## src/rtl/refresh_scheduler_if.sv

```systemverilog
// refresh_scheduler_if: handshake between the refresh scheduler and the RAM
// controller.
//   RefAck    : controller -> scheduler, one-cycle pulse, refresh started
//   RefReq    : scheduler -> controller, refresh requested
//   RefUrgent : scheduler -> controller, refresh must preempt idle/non-RAM cycles
//   InitDone  : power-up refresh burst complete, DRAM usable
//   Overflow  : sticky, a tick arrived with debt already saturated
//   Debt      : current refresh debt
// master = scheduler side, slave = RAM controller side.
interface refresh_scheduler_if;
  logic       RefAck;
  logic       RefReq;
  logic       RefUrgent;
  logic       InitDone;
  logic       Overflow;
  logic [3:0] Debt;

  modport master (input RefAck, output RefReq, RefUrgent, InitDone, Overflow, Debt);
  modport slave  (output RefAck, input RefReq, RefUrgent, InitDone, Overflow, Debt);
endinterface

```

## src/rtl/refresh_scheduler.sv

```systemverilog
// refresh_scheduler: DRAM refresh request generator.
// Counts refresh intervals, keeps a saturating refresh debt, raises urgency
// as debt grows and runs a mandatory power-up refresh burst.
//   CLK  : system clock
//   nRES : asynchronous active-low reset
//   bus  : refresh_scheduler_if.master (RefAck in; RefReq, RefUrgent,
//          InitDone, Overflow, Debt out; all outputs registered)
module refresh_scheduler #(
  parameter int PERIOD    = 384,
  parameter int MAXDEBT   = 8,
  parameter int URGENT_AT = 3,
  parameter int INIT_REFS = 8,
  parameter int GAP       = 2
) (
  input  logic                 CLK,
  input  logic                 nRES,
  refresh_scheduler_if.master  bus
);

  localparam int TW = $clog2(PERIOD);
  localparam int GW = $clog2(GAP + 1);

  typedef enum logic [1:0] {M_LOAD, M_INIT, M_RUN} mode_t;
  typedef enum logic [1:0] {R_IDLE, R_ASSERT, R_GAP} req_t;

  mode_t         mode, modeNext;
  req_t          reqSt, reqNext;
  logic [TW-1:0] timer, timerNext;
  logic [GW-1:0] gapCnt, gapNext;
  logic [3:0]    debt, debtNext;
  logic          overflow, ovfNext;
  logic          initDone, initNext;
  logic          refReq, refUrgent, urgNext;
  logic          tick, ackEff;

  // Acks only count while a request is actually outstanding.
  assign tick   = (mode == M_RUN) && (timer == TW'(PERIOD - 1));
  assign ackEff = bus.RefAck && (reqSt == R_ASSERT);

  always_comb begin
    debtNext  = debt;
    ovfNext   = overflow;
    modeNext  = mode;
    initNext  = initDone;
    timerNext = timer;
    reqNext   = reqSt;
    gapNext   = gapCnt;

    // Debt: tick and ack on the same cycle cancel (no overflow either).
    if (tick && !ackEff) begin
      if (debt == 4'(MAXDEBT)) ovfNext = 1'b1;
      else                     debtNext = debt + 4'd1;
    end else if (ackEff && !tick && debt != 4'd0) begin
      debtNext = debt - 4'd1;
    end

    case (mode)
      M_LOAD: begin
        debtNext = 4'(INIT_REFS);
        modeNext = M_INIT;
      end
      M_INIT: begin
        // Timer stays at 0, so the first tick lands PERIOD cycles after InitDone.
        if (debtNext == 4'd0) begin
          initNext = 1'b1;
          modeNext = M_RUN;
        end
      end
      default: timerNext = tick ? '0 : timer + 1'b1;
    endcase

    // Request FSM looks at the registered debt: debt visible in cycle N
    // gives RefReq in N+1.
    case (reqSt)
      R_IDLE:   if (debt != 4'd0) reqNext = R_ASSERT;
      R_ASSERT: if (ackEff) begin
        reqNext = R_GAP;
        gapNext = GW'(GAP);
      end
      R_GAP: begin
        // The last gap cycle performs the idle check directly, so RefReq is
        // low for exactly GAP cycles before a back-to-back re-assert.
        gapNext = gapCnt - 1'b1;
        if (gapCnt == GW'(1)) reqNext = (debt != 4'd0) ? R_ASSERT : R_IDLE;
      end
      default: reqNext = R_IDLE;
    endcase

    urgNext = (reqNext == R_ASSERT) &&
              ((mode == M_INIT) || (debtNext >= 4'(URGENT_AT)));
  end

  always_ff @(posedge CLK or negedge nRES) begin
    if (!nRES) begin
      mode      <= M_LOAD;
      reqSt     <= R_IDLE;
      timer     <= '0;
      gapCnt    <= '0;
      debt      <= 4'd0;
      overflow  <= 1'b0;
      initDone  <= 1'b0;
      refReq    <= 1'b0;
      refUrgent <= 1'b0;
    end else begin
      mode      <= modeNext;
      reqSt     <= reqNext;
      timer     <= timerNext;
      gapCnt    <= gapNext;
      debt      <= debtNext;
      overflow  <= ovfNext;
      initDone  <= initNext;
      refReq    <= (reqNext == R_ASSERT);
      refUrgent <= urgNext;
    end
  end

  assign bus.RefReq    = refReq;
  assign bus.RefUrgent = refUrgent;
  assign bus.InitDone  = initDone;
  assign bus.Overflow  = overflow;
  assign bus.Debt      = debt;

endmodule

```

## src/flat_wrapper.sv

```systemverilog
// flat-port wrapper written by rule: the top's interface ports become plain ports
module refresh_scheduler_flat 
#(
  parameter int PERIOD    = 384,
  parameter int MAXDEBT   = 8,
  parameter int URGENT_AT = 3,
  parameter int INIT_REFS = 8,
  parameter int GAP       = 2
)
  (CLK, nRES, bus_RefAck, bus_RefReq, bus_RefUrgent, bus_InitDone, bus_Overflow, bus_Debt);
  refresh_scheduler_if bus_i ();
  input  logic CLK;
  input  logic nRES;
  input wire logic [$bits(bus_i.RefAck)-1:0] bus_RefAck;
  output wire logic [$bits(bus_i.RefReq)-1:0] bus_RefReq;
  output wire logic [$bits(bus_i.RefUrgent)-1:0] bus_RefUrgent;
  output wire logic [$bits(bus_i.InitDone)-1:0] bus_InitDone;
  output wire logic [$bits(bus_i.Overflow)-1:0] bus_Overflow;
  output wire logic [$bits(bus_i.Debt)-1:0] bus_Debt;
  assign bus_i.RefAck = bus_RefAck;
  assign bus_RefReq = bus_i.RefReq;
  assign bus_RefUrgent = bus_i.RefUrgent;
  assign bus_InitDone = bus_i.InitDone;
  assign bus_Overflow = bus_i.Overflow;
  assign bus_Debt = bus_i.Debt;
  refresh_scheduler #(.PERIOD(PERIOD), .MAXDEBT(MAXDEBT), .URGENT_AT(URGENT_AT), .INIT_REFS(INIT_REFS), .GAP(GAP)) u_core (.CLK(CLK), .nRES(nRES), .bus(bus_i));
endmodule
```

## config.mk

```make
export PLATFORM = sky130hd
export DESIGN_NAME = refresh_scheduler_flat
export DESIGN_NICKNAME = d
export VERILOG_FILES = /design/src/rtl/refresh_scheduler_if.sv /design/src/rtl/refresh_scheduler.sv /design/src/flat_wrapper.sv
export SDC_FILE = /design/constraint.sdc
export NUM_CORES = 1
export LEC_CHECK = 0
export ABC_AREA = 1
export ABC_CLOCK_PERIOD_IN_PS = 2950
export BUFFER_PORTS_ARGS = -buffer_cell sky130_fd_sc_hd__buf_2
export CAP_MARGIN = 25
export CORE_ASPECT_RATIO = 0.7
export CORE_MARGIN = 2
export CORE_UTILIZATION = 55
export CTS_BUF_LIST = sky130_fd_sc_hd__clkbuf_16
export CTS_CLUSTER_DIAMETER = 40
export DETAILED_ROUTE_END_ITERATION = 7
export PLACE_DENSITY = 0.78
export SLEW_MARGIN = 30
export SYNTH_ARGS = -nofsm -noshare
export SYNTH_HDL_FRONTEND = slang
export SYNTH_SLANG_ARGS = --single-unit
```

## constraint.sdc

```tcl
create_clock -name CLK -period 2.95 [get_ports CLK]
set_clock_uncertainty 0.15 [all_clocks]
set_input_delay 0.1475 -clock CLK [delete_from_list [all_inputs] [get_ports CLK]]
set_output_delay 0.1475 -clock CLK [all_outputs]
set_load 0.02 [all_outputs]
```

==> PnR_summary.wiki, run 1 <==
{| class="wikitable"
! Metric !! Value
|-
| Outcome || finished clean
|-
| Share of the yosys chip area belonging to registers || 43.8%
|-
| Synthesis Warnings || 0
|-
| Number of fillers in the final layout || 188
|-
| Overall global routing resource usage || 22.4%
|-
| Antenna diode instance count || 0
|-
| Unrepaired setup endpoints after global routing || false
|-
| Leak Pwr || 0.768 nW
|-
| Slew HR || 64.9%
|-
| Die outline height || 44.9 µm
|-
| Post-synthesis compound-gate area fraction || 8.95%
|-
| Multiplexer area fraction after synthesis || 0%
|-
| Share of cells above drive strength 1 || 22.4%
|-
| CTS sink count || 23
|-
| Hold/Removal Path Class || primary input to flop
|-
| Horiz. Die Dim || 62.4 µm
|-
| Final setup violation count || 0
|-
| Maximum fanout along the worst path || 6
|-
| Setup slack of the most critical reg-to-reg path || 1.01 ns
|-
| Count of TritonRoute iterations in the first routing pass || 4
|-
| Post-detailed-routing wire length || 2.63 mm
|-
| Share of the synthesized netlist area taken by xor and xnor gates || 3.33%
|-
| Sum of negative setup slack || 0 ns
|-
| Worst-path clk slew || 0.06 ns
|-
| Power density over cell area || 818 nW/µm²
|-
| Clock buffer count from CTS || 3
|-
| Overflow left after global routing || 0
|-
| Resize count post-CTS || 0
|-
| Skew-Pair Late Insertion Delay || 0.25 ns
|-
| Top achievable clock speed || 515 MHz
|-
| Routed wirelength normalized by instance count || 13.4 µm
|-
| Vias post-DR || 1,028
|-
| Area growth syn-to-layout || 13.3%
|-
| Antenna Violating Nets Remaining || 0
|-
| Initial antenna violation count || 0
|-
| Sum of net half-perimeters after detailed placement || 2.03 mm
|-
| Design area || 1490 µm²
|-
| Initial core utilization || 59.5%
|-
| Worst-Margin Slew || 0.527 ns
|-
| Core area || 2210 µm²
|-
| Library cell occupying the most area in the post-synthesis netlist || sky130_fd_sc_hd__dfrtp_1
|-
| Pin count of the biggest net entering global routing || 24
|-
| Number of global-route vias before repair || 1,077
|-
| Post-Syn Nets || 159
|-
| Input/output buffers || 10
|-
| Placed insts || 192
|-
| # rows || 14
|-
| Clock tree from TritonCTS || built
|-
| Depth of the CTS H-tree || 1
|-
| Nets@finish || 174
|-
| First-pass GRT wire length || 4.75 mm
|-
| Netlist area before placement || 1310 µm²
|-
| Final max-slew violation count || 0
|-
| Leading post-synthesis cells by cell area || sky130_fd_sc_hd__dfrtp_1 44%, sky130_fd_sc_hd__inv_1 7.4%, sky130_fd_sc_hd__nand2_1 5.1%, sky130_fd_sc_hd__nand3_1 5.0%, sky130_fd_sc_hd__ha_1 4.8%
|-
| Post-layout power || 0.00122 W
|-
| Drt initial violations || 29
|-
| Ratio of routed vias to standard cells || 5.22
|-
| Synthesized instance count || 151
|-
| Simple-gate share of the synthesized area || 30.8%
|-
| Average size of a mapped cell || 8.70 µm²
|-
| Root buffer cell || sky130_fd_sc_hd__clkbuf_16
|-
| Maximum clock insertion buffer count || 2
|-
| Cell area after placement || 1400 µm²
|-
| Data arrival, critical path || 1.94 ns
|-
| Required time at the worst-slack endpoint || 2.95 ns
|-
| Post-CTS Setup Inserts || 0
|-
| #FFs+latches synth || 23
|-
| Die Footprint || 2800 µm²
|-
| Kind of launch point of the worst setup path || flop
|-
| Final hold viol count || 0
|-
| Synth unique cells || 25
|-
| Part of the cycle the worst path needs || 65.8%
|-
| Type of destination of the critical path || flop
|-
| Maximum VDD drop || 523 µV
|-
| Yosys top cell area share || 43.8%
|-
| Post-layout min period || 1.94 ns
|-
| Worst setup path class || flop to flop
|-
| Weighted congestion at the end of routability-driven global placement || 0.828
|-
| DRC errors left || 0
|-
| Main combinational cell family by area after synthesis || simple AND/OR/NAND/NOR gates
|-
| Post-route insts no fill || 197
|-
| Top-level port count || 11
|-
| Number of violations of the max-capacitance limit || 0
|-
| Arithmetic-cell share of the synthesized area counting full adders, half adders and majority gates || 4.76%
|}
## cells in the final DEF (no fill, tap or decap)
master	count
sky130_fd_sc_hd__nor2_4	4
sky130_fd_sc_hd__nand4_2	1
sky130_fd_sc_hd__o21ai_0	7
sky130_fd_sc_hd__nor2_1	13
sky130_fd_sc_hd__a21oi_1	7
sky130_fd_sc_hd__nand4_1	2
sky130_fd_sc_hd__nand2_4	2
sky130_fd_sc_hd__nor3_1	4
sky130_fd_sc_hd__clkbuf_16	3
sky130_fd_sc_hd__ha_1	5
sky130_fd_sc_hd__nand3_2	4
sky130_fd_sc_hd__o21bai_1	1
sky130_fd_sc_hd__buf_2	10
sky130_fd_sc_hd__nand2_1	18
sky130_fd_sc_hd__o211a_1	2
sky130_fd_sc_hd__xnor2_1	1
sky130_fd_sc_hd__o21ai_2	1
sky130_fd_sc_hd__inv_1	27
sky130_fd_sc_hd__nand2_2	8
sky130_fd_sc_hd__dlygate4sd3_1	1
sky130_fd_sc_hd__nand3_1	13
sky130_fd_sc_hd__dfrtp_1	23
sky130_fd_sc_hd__inv_2	1
sky130_fd_sc_hd__nor2_8	1
sky130_fd_sc_hd__xor2_1	4
sky130_fd_sc_hd__o21bai_2	1
sky130_fd_sc_hd__clkinv_2	1
## cell families (layout without fill, tap and decap cells)
logic type / count (synthesis) / in the layout
AO/OA/AOI/OAI: 19 / 19
XOR/XNOR: 5 / 5
adder cells (fa/ha/maj): 5 / 5
buffers and inverters: 29 / 43
flip-flops: 23 / 23
AND/OR/NAND/NOR: 70 / 70
## flip-flops by register name, indices dropped and copies added (netlist names)
name / flops
u_core.gapCnt: 2
u_core.bus.Overflow: 1
u_core.reqSt: 2
u_core.bus.InitDone: 1
u_core.bus.RefUrgent: 1
u_core.mode: 2
u_core.bus.RefReq: 1
u_core.bus.Debt: 4
u_core.timer: 9
## Yosys cell counts
library cell,instances
sky130_fd_sc_hd__nand4_2,1
sky130_fd_sc_hd__nand2_1,18
sky130_fd_sc_hd__clkinv_2,1
sky130_fd_sc_hd__a21oi_1,7
sky130_fd_sc_hd__o211a_1,2
sky130_fd_sc_hd__o21bai_1,1
sky130_fd_sc_hd__nand2_4,2
sky130_fd_sc_hd__ha_1,5
sky130_fd_sc_hd__inv_1,26
sky130_fd_sc_hd__nand3_1,13
sky130_fd_sc_hd__nand2_2,8
sky130_fd_sc_hd__xnor2_1,1
sky130_fd_sc_hd__nand3_2,4
sky130_fd_sc_hd__nor2_4,4
sky130_fd_sc_hd__o21ai_2,1
sky130_fd_sc_hd__o21ai_0,7
sky130_fd_sc_hd__clkbuf_1,1
sky130_fd_sc_hd__nor2_1,13
sky130_fd_sc_hd__nor3_1,4
sky130_fd_sc_hd__inv_2,1
sky130_fd_sc_hd__dfrtp_1,23
sky130_fd_sc_hd__nand4_1,2
sky130_fd_sc_hd__o21bai_2,1
sky130_fd_sc_hd__nor2_8,1
sky130_fd_sc_hd__xor2_1,4
## report_power, final
part / leakage (nW) / switching, W / total, W / internal (W)
Clock: 0.0423 / 0.000105 / 0.000286 / 0.000181
Combinational: 0.456 / 0.000316 / 0.000482 / 0.000165
Sequential: 0.269 / 0.0000700 / 0.000450 / 0.000381
Total: 0.768 / 0.000492 / 0.00122 / 0.000727
## worst max-delay path, cell delays in order (launching register included)
cell,delay (ns)
sky130_fd_sc_hd__dfrtp_1,0.44
sky130_fd_sc_hd__inv_1,0.15
sky130_fd_sc_hd__ha_1,0.21
sky130_fd_sc_hd__nand3_2,0.12
sky130_fd_sc_hd__nand2_2,0.08
sky130_fd_sc_hd__clkinv_2,0.09
sky130_fd_sc_hd__nand2_4,0.09
sky130_fd_sc_hd__nand3_1,0.11
sky130_fd_sc_hd__nand2_2,0.13
sky130_fd_sc_hd__nand3_2,0.12
sky130_fd_sc_hd__nor2_1,0.10
sky130_fd_sc_hd__nor2_1,0.05
## final timing paths
check,depth (start not counted),endpoint,start
min,3,u_core.bus.RefReq$_DFF_PN0_,bus_RefAck
max,11,u_core.mode[0]$_DFFE_PN0P_,u_core.bus.Debt[0]$_DFF_PN0_
max in group asynchronous,2,u_core.timer[4]$_DFFE_PN0N_,nRES
min reg2reg,1,u_core.bus.InitDone$_DFFE_PN0P_,u_core.bus.InitDone$_DFFE_PN0P_
min in group asynchronous,2,u_core.reqSt[0]$_DFF_PN0_,nRES
max reg2reg,11,u_core.mode[0]$_DFFE_PN0P_,u_core.bus.Debt[0]$_DFF_PN0_
## area by class of cell
class	count	area [µm²]	area share (%)
tap	32	40.0	2.69
multi-input combinational	99	628	42.2
inverter	28	106	7.14
timing repair buffer	11	60.1	4.03
sequential	23	576	38.7
clock buffer	3	75.1	5.04
clock inverter	1	3.75	0.252
## per-layer routing
metal | vias up | GRT usage [%] | routed length [µm] | part of all wire, %
met5 | - | 0 | 0 | 0
met4 | 0 | 6.67 | 19 | 0.72
met3 | 2 | 5.49 | 78 | 3.0
met2 | 16 | 41.9 | 1290 | 49
met1 | 501 | 26.3 | 1250 | 47
li1 | 509 | - | - | -
## through the flow
step	utilization, %	hold WS, ns	setup slack [ns]
finish	67.5	0.115	1.01
global route	67.5	0.133	0.826
CTS	67.5	0.115	1.05
detailed placement	63.4	-0.000124	1.08
global placement	63.4	-0.00465	1.15
floorplan	-	-0.298	1.13
## what timing repair did
action                     CTS  global route
hold endpoints to repair    23             0
hold buffers                 1             0
setup endpoints to repair    0             0
(Power assumes the default switching activity.)
==> inputs of run 2 (changes only) <==
Settings changed: ABC_CLOCK_PERIOD_IN_PS 2950 to 1850.
Clock period 2.95 ns to 1.85 ns, I/O delays scaled along.
==> PnR_summary.wiki, run 2 (same netlist as run 1, synthesis figures left out) <==
{| class="wikitable"
! Metric !! Value
|-
| Outcome || finished clean
|-
| Final setup violation count || 0
|-
| Post-detailed-routing wire length || 3.06 mm
|-
| Power density over cell area || 1320 nW/µm²
|-
| Commonest non-fill, non-tap cell in the layout || sky130_fd_sc_hd__inv_1
|-
| Post-layout min period || 1.85 ns
|-
| Highest cell delay on the worst timing path || 0.37 ns
|-
| Pin count of the biggest net entering global routing || 24
|-
| # rows || 14
|-
| Unrepaired setup endpoints after global routing || true
|-
| Slowest stage cell, crit path || sky130_fd_sc_hd__dfrtp_1
|-
| WP buf/inv || 1
|-
| Family with the most delay on the worst path || simple AND/OR/NAND/NOR gates
|-
| Clock buffer count from CTS || 3
|-
| End of the worst register-to-register path || u_core.bus.RefUrgent$_DFF_PN0_
|-
| Number of fillers in the final layout || 165
|-
| Vias post-DR || 1,116
|-
| Top-level port count || 11
|-
| Top achievable clock speed || 541 MHz
|-
| Hold Path Sink || u_core.bus.RefReq$_DFF_PN0_
|-
| Skew-Pair Late Insertion Delay || 0.26 ns
|-
| Part of the cycle the worst path needs || 100%
|-
| Initial antenna violation count || 0
|-
| Overflow left after global routing || 0
|-
| Sum of negative setup slack || 0 ns
|-
| Leak Pwr || 0.818 nW
|-
| Worst Reg-to-Reg Cells || 10
|-
| Required time at the worst-slack endpoint || 1.84 ns
|-
| Initial core utilization || 59.5%
|-
| CTS sink count || 23
|-
| DRC errors left || 0
|-
| Root buffer cell || sky130_fd_sc_hd__clkbuf_16
|-
| Overall global routing resource usage || 23.6%
|-
| Horiz. Die Dim || 62.4 µm
|-
| Final hold viol count || 0
|-
| Die outline height || 44.9 µm
|-
| Worst reg2reg path startpoint || u_core.timer[1]$_DFFE_PN0N_
|-
| Most used cells in the layout excluding fill and tap cells || 25 x sky130_fd_sc_hd__inv_1, 23 x sky130_fd_sc_hd__dfrtp_1, 16 x sky130_fd_sc_hd__nand2_1
|-
| Crit-path most repeated cell || sky130_fd_sc_hd__nand3_1
|-
| Input/output buffers || 10
|-
| Number of cells on the worst hold path || 3
|-
| Number of global-route vias before repair || 1,034
|-
| Type of destination of the critical path || flop
|-
| Switching share of total power || 41.8%
|-
| P_sw || 0.000889 W
|-
| Worst setup path class || flop to flop
|-
| Weighted congestion at the end of routability-driven global placement || 0.941
|-
| Sum of net half-perimeters after detailed placement || 2.04 mm
|-
| Clk pwr share || 21.6%
|-
| Maximum VDD drop || 892 µV
|-
| Depth of the CTS H-tree || 1
|-
| Min-delay src || bus_RefAck
|-
| Reg with most FFs || u_core.timer
|-
| Flip-flop count of the largest register, all copies and words added || 9
|-
| Worst-Margin Slew || 0.511 ns
|-
| Maximum clock insertion buffer count || 2
|-
| Worst path cell trace || ha_2 > nand3_2 > nor2_4 > nand2_4 > nand3_1 > nand3_1 > nand2_2 > inv_1 > nor2_1 > a21oi_2
|-
| Pint || 0.00124 W
|-
| Hold/Removal Path Class || primary input to flop
|-
| Comb pwr share || 45.8%
|-
| Die Footprint || 2800 µm²
|-
| Beginning of the critical path || u_core.timer[1]$_DFFE_PN0N_
|-
| Worst-path clk slew || 0.06 ns
|-
| Slew HR || 65.9%
|-
| Area growth syn-to-layout || 22.5%
|-
| Final max-slew violation count || 0
|-
| Ratio of routed vias to standard cells || 5.37
|-
| Number of violations of the max-capacitance limit || 0
|-
| Core area || 2210 µm²
|-
| Setup slack of the most critical reg-to-reg path || 0.0005 ns
|-
| Count of TritonRoute iterations in the first routing pass || 5
|-
| First-pass GRT wire length || 4.86 mm
|-
| Share of cells above drive strength 1 || 31.8%
|-
| Data arrival, critical path || 1.84 ns
|-
| Antenna Violating Nets Remaining || 0
|-
| Seq pwr share || 32.6%
|-
| Drt initial violations || 49
|-
| Clock tree from TritonCTS || built
|-
| Kind of launch point of the worst setup path || flop
|-
| Worst setup slack after layout || 0.000509 ns
|-
| Post-layout power || 0.00212 W
|-
| Maximum fanout along the worst path || 6
|-
| Routed wirelength normalized by instance count || 14.7 µm
|-
| Nets@finish || 185
|-
| Worst slack at placement || -0.00675 ns
|-
| Antenna diode instance count || 0
|}
[run 2: changes by cell type in the layout (fill, tap and decap cells not counted), sizes merged]
cell  delta
buf     +11
[run 2: cell type report]
type / instances / area, µm² / area share (%)
Clock buffer: 3 / 75.1 / 4.67
Clock inverter: 1 / 3.75 / 0.233
Inverter: 28 / 106 / 6.61
Multi-Input combinational cell: 99 / 666 / 41.4
Sequential cell: 23 / 576 / 35.8
Tap cell: 32 / 40.0 / 2.49
Timing Repair Buffer: 22 / 143 / 8.86
[run 2: worst max path at each step]
stage                                      to  slack, ns  cells after the start
2_1_floorplan      u_core.mode[0]$_DFFE_PN0P_       0.03                     12
3_3_place_gp       u_core.mode[0]$_DFFE_PN0P_       0.07                     10
3_5_place_dp       u_core.mode[0]$_DFFE_PN0P_     -0.007                     10
4_1_cts            u_core.mode[0]$_DFFE_PN0P_       0.03                     10
5_1_grt        u_core.bus.RefUrgent$_DFF_PN0_      -0.06                     10
6_report       u_core.bus.RefUrgent$_DFF_PN0_     0.0005                     10
[run 2: per-layer routing]
metal	part of all wire [%]	up-vias	global-route usage, %
met4	2.3	0	9.33
li1	-	531	-
met1	44	528	30.0
met5	0	-	0
met2	48	44	39.8
met3	6.1	13	6.23
[run 2: worst min-delay path: stages]
cell and delay [ns]:
sky130_fd_sc_hd__buf_2 0.08, sky130_fd_sc_hd__nand2_2 0.10, sky130_fd_sc_hd__o211a_1 0.15
[run 2: timing repair]
item | CTS | global route
resized for setup | 1 | 10
pin swaps | 2 | 3
setup buffers | 2 | 4
hold endpoints to repair | 23 | 0
hold buffers | 1 | 0
endpoints found under the setup margin | 1 | 4
[run 2: per-stage QoR]
step / instance area [µm²] / hold slack [ns] / util [%] / std cells
2_1_floorplan: 1310 / -0.353 / - / 151
3_3_place_gp: 1440 / -0.0630 / 65.1 / 197
3_5_place_dp: 1440 / -0.0568 / 65.1 / 197
4_1_cts: 1540 / 0.0596 / 70.0 / 204
5_1_grt: 1610 / 0.0866 / 72.9 / 208
6_report: 1610 / 0.0617 / 72.9 / 208
[run 2: power by group through the flow]
stage,logic [W],registers [W],clock network [W]
2_1_floorplan,0.000484,0.000786,0
3_3_place_gp,0.000802,0.000686,0
3_5_place_dp,0.000833,0.000691,0
4_1_cts,0.000852,0.000683,0.000469
5_1_grt,0.00104,0.000701,0.000489
6_report,0.000973,0.000694,0.000458
==> inputs of run 3 (changes only) <==
Settings changed: CELL_PAD_IN_SITES_DETAIL_PLACEMENT from default to 0, CELL_PAD_IN_SITES_GLOBAL_PLACEMENT from default to 1, CORE_UTILIZATION 55 to 44, GPL_TIMING_DRIVEN from default to 0, HOLD_SLACK_MARGIN from default to 0.06, PLACE_DENSITY 0.78 to 0.81.
==> PnR_summary.wiki, run 3 (same netlist as run 1, synthesis figures left out) <==
{| class="wikitable"
! Metric !! Value
|-
| Outcome || finished clean
|-
| Power density over cell area || 1280 nW/µm²
|-
| Worst-path clk slew || 0.06 ns
|-
| DRC errors left || 0
|-
| Reg with most FFs || u_core.timer
|-
| Count of TritonRoute iterations in the first routing pass || 4
|-
| Family with the most delay on the worst path || simple AND/OR/NAND/NOR gates
|-
| Top achievable clock speed || 551 MHz
|-
| Sum of net half-perimeters after detailed placement || 1.92 mm
|-
| Final max-slew violation count || 0
|-
| Maximum VDD drop || 636 µV
|-
| Slowest stage cell, crit path || sky130_fd_sc_hd__dfrtp_1
|-
| Number of violations of the max-capacitance limit || 0
|-
| Worst reg2reg path startpoint || u_core.timer[0]$_DFFE_PN0N_
|-
| Area growth syn-to-layout || 18.8%
|-
| Depth of the CTS H-tree || 1
|-
| Weighted congestion at the end of routability-driven global placement || 0.872
|-
| Worst path cell trace || ha_2 > nand3_2 > nor2_4 > nand2_4 > nor2_4 > nand2_1 > nand2_2 > nand3_2 > nor2_1 > nor2_1
|-
| First-pass GRT wire length || 4.52 mm
|-
| Initial antenna violation count || 0
|-
| Antenna Violating Nets Remaining || 0
|-
| Data arrival, critical path || 1.82 ns
|-
| Skew-Pair Late Insertion Delay || 0.25 ns
|-
| Unrepaired setup endpoints after global routing || true
|-
| Ratio of routed vias to standard cells || 4.76
|-
| CTS sink count || 23
|-
| Number of fillers in the final layout || 257
|-
| # rows || 16
|-
| Type of destination of the critical path || flop
|-
| Overall global routing resource usage || 16.9%
|-
| Nets@finish || 181
|-
| Top-level port count || 11
|-
| Post-route insts no fill || 208
|-
| Part of the cycle the worst path needs || 98.2%
|-
| Horiz. Die Dim || 69.3 µm
|-
| Utilization after layout || 55.3%
|-
| Root buffer cell || sky130_fd_sc_hd__clkbuf_16
|-
| Highest cell delay on the worst timing path || 0.38 ns
|-
| Clock buffer count from CTS || 3
|-
| Final setup violation count || 0
|-
| Slew HR || 65.3%
|-
| Worst-Margin Slew || 0.521 ns
|-
| Setup slack of the most critical reg-to-reg path || 0.03 ns
|-
| Clock tree from TritonCTS || built
|-
| Post-detailed-routing wire length || 2.61 mm
|-
| Overflow left after global routing || 0
|-
| Number of global-route vias before repair || 950
|-
| Input/output buffers || 10
|-
| WP buf/inv || 0
|-
| Die outline height || 49.7 µm
|-
| Antenna diode instance count || 0
|-
| Leak Pwr || 0.789 nW
|-
| Hold/Removal Path Class || primary input to async pin
|-
| Commonest non-fill, non-tap cell in the layout || sky130_fd_sc_hd__inv_1
|-
| Worst setup path class || flop to flop
|-
| Flip-flop count of the largest register, all copies and words added || 9
|-
| Post-layout min period || 1.82 ns
|-
| Post-layout power || 0.00200 W
|-
| Die Footprint || 3450 µm²
|-
| Pin count of the biggest net entering global routing || 24
|-
| Required time at the worst-slack endpoint || 1.85 ns
|-
| Initial core utilization || 46.5%
|-
| End of the worst register-to-register path || u_core.mode[0]$_DFFE_PN0P_
|-
| Routed wirelength normalized by instance count || 12.5 µm
|-
| Maximum clock insertion buffer count || 2
|-
| Share of cells above drive strength 1 || 29.1%
|-
| Worst setup slack after layout || 0.0335 ns
|-
| Worst Reg-to-Reg Cells || 10
|-
| Drt initial violations || 55
|-
| Core area || 2820 µm²
|-
| Final hold viol count || 0
|-
| Kind of launch point of the worst setup path || flop
|-
| Placed insts || 197
|-
| Vias post-DR || 990
|-
| Worst slack at placement || -0.0474 ns
|-
| Maximum fanout along the worst path || 6
|-
| Most used cells in the layout excluding fill and tap cells || 24 x sky130_fd_sc_hd__inv_1, 21 x sky130_fd_sc_hd__dfrtp_1, 18 x sky130_fd_sc_hd__nand2_1
|}
-- run 3: repair_timing --
action / CTS / global route
gates cloned: 0 / 0
hold endpoints to repair: 24 / 0
hold buffers: 2 / 0
resized for setup: 5 / 3
buffers inserted: 3 / 2
setup endpoints to repair: 4 / 5
pin swaps: 3 / 3
-- run 3: worst max path at each step --
| stage | startpoint | depth (start not counted) | slack [ns] | endpoint |
|---|---|---|---|---|
| global route | u_core.timer[0]$_DFFE_PN0N_ | 10 | -0.09 | u_core.mode[0]$_DFFE_PN0P_ |
| finish | u_core.timer[0]$_DFFE_PN0N_ | 10 | 0.03 | u_core.mode[0]$_DFFE_PN0P_ |
| floorplan | u_core.bus.Debt[0]$_DFF_PN0_ | 12 | 0.03 | u_core.mode[0]$_DFFE_PN0P_ |
| CTS | u_core.bus.Debt[1]$_DFF_PN0_ | 11 | 0.008 | u_core.mode[0]$_DFFE_PN0P_ |
| detailed placement | u_core.bus.Debt[0]$_DFF_PN0_ | 11 | -0.05 | u_core.mode[0]$_DFFE_PN0P_ |
| global placement | u_core.bus.Debt[0]$_DFF_PN0_ | 11 | -0.02 | u_core.mode[0]$_DFFE_PN0P_ |
-- run 3: routing by layer --
metal	up-vias	part of all wire (%)	wire, µm	track usage (%)
met1	452	53	1400	25.3
met5	-	0	0	0
li1	522	-	-	-
met2	14	42	1110	24.8
met3	2	3.4	90	4.91
met4	0	0.50	13	1.96
-- run 3: stage by stage --
step / hold WS, ns / setup TNS (ns) / area (µm²)
global placement: -0.0491 / -0.0182 / 1410
CTS: 0.219 / 0 / 1540
detailed placement: -0.0421 / -0.0538 / 1410
floorplan: -0.353 / 0 / 1310
finish: 0.197 / 0 / 1560
global route: 0.275 / -0.241 / 1560
-- run 3: where the power goes --
group | total (W) | internal (W) | switching, W
clock | 0.000465 | 0.000291 | 0.000174
combinational | 0.000824 | 0.000297 | 0.000527
sequential | 0.000713 | 0.000611 | 0.000103
-- run 3: area by class of cell --
cell class                 instances  area (µm²)  area share (%)
multi-input combinational         99         638            40.9
sequential                        23         578            37.0
timing repair buffer              17         108            6.90
inverter                          28         108            6.90
clock buffer                       3        75.1            4.81
tap                               36        45.0            2.89
clock inverter                     1        5.00           0.321
buffer                             1        3.75           0.241
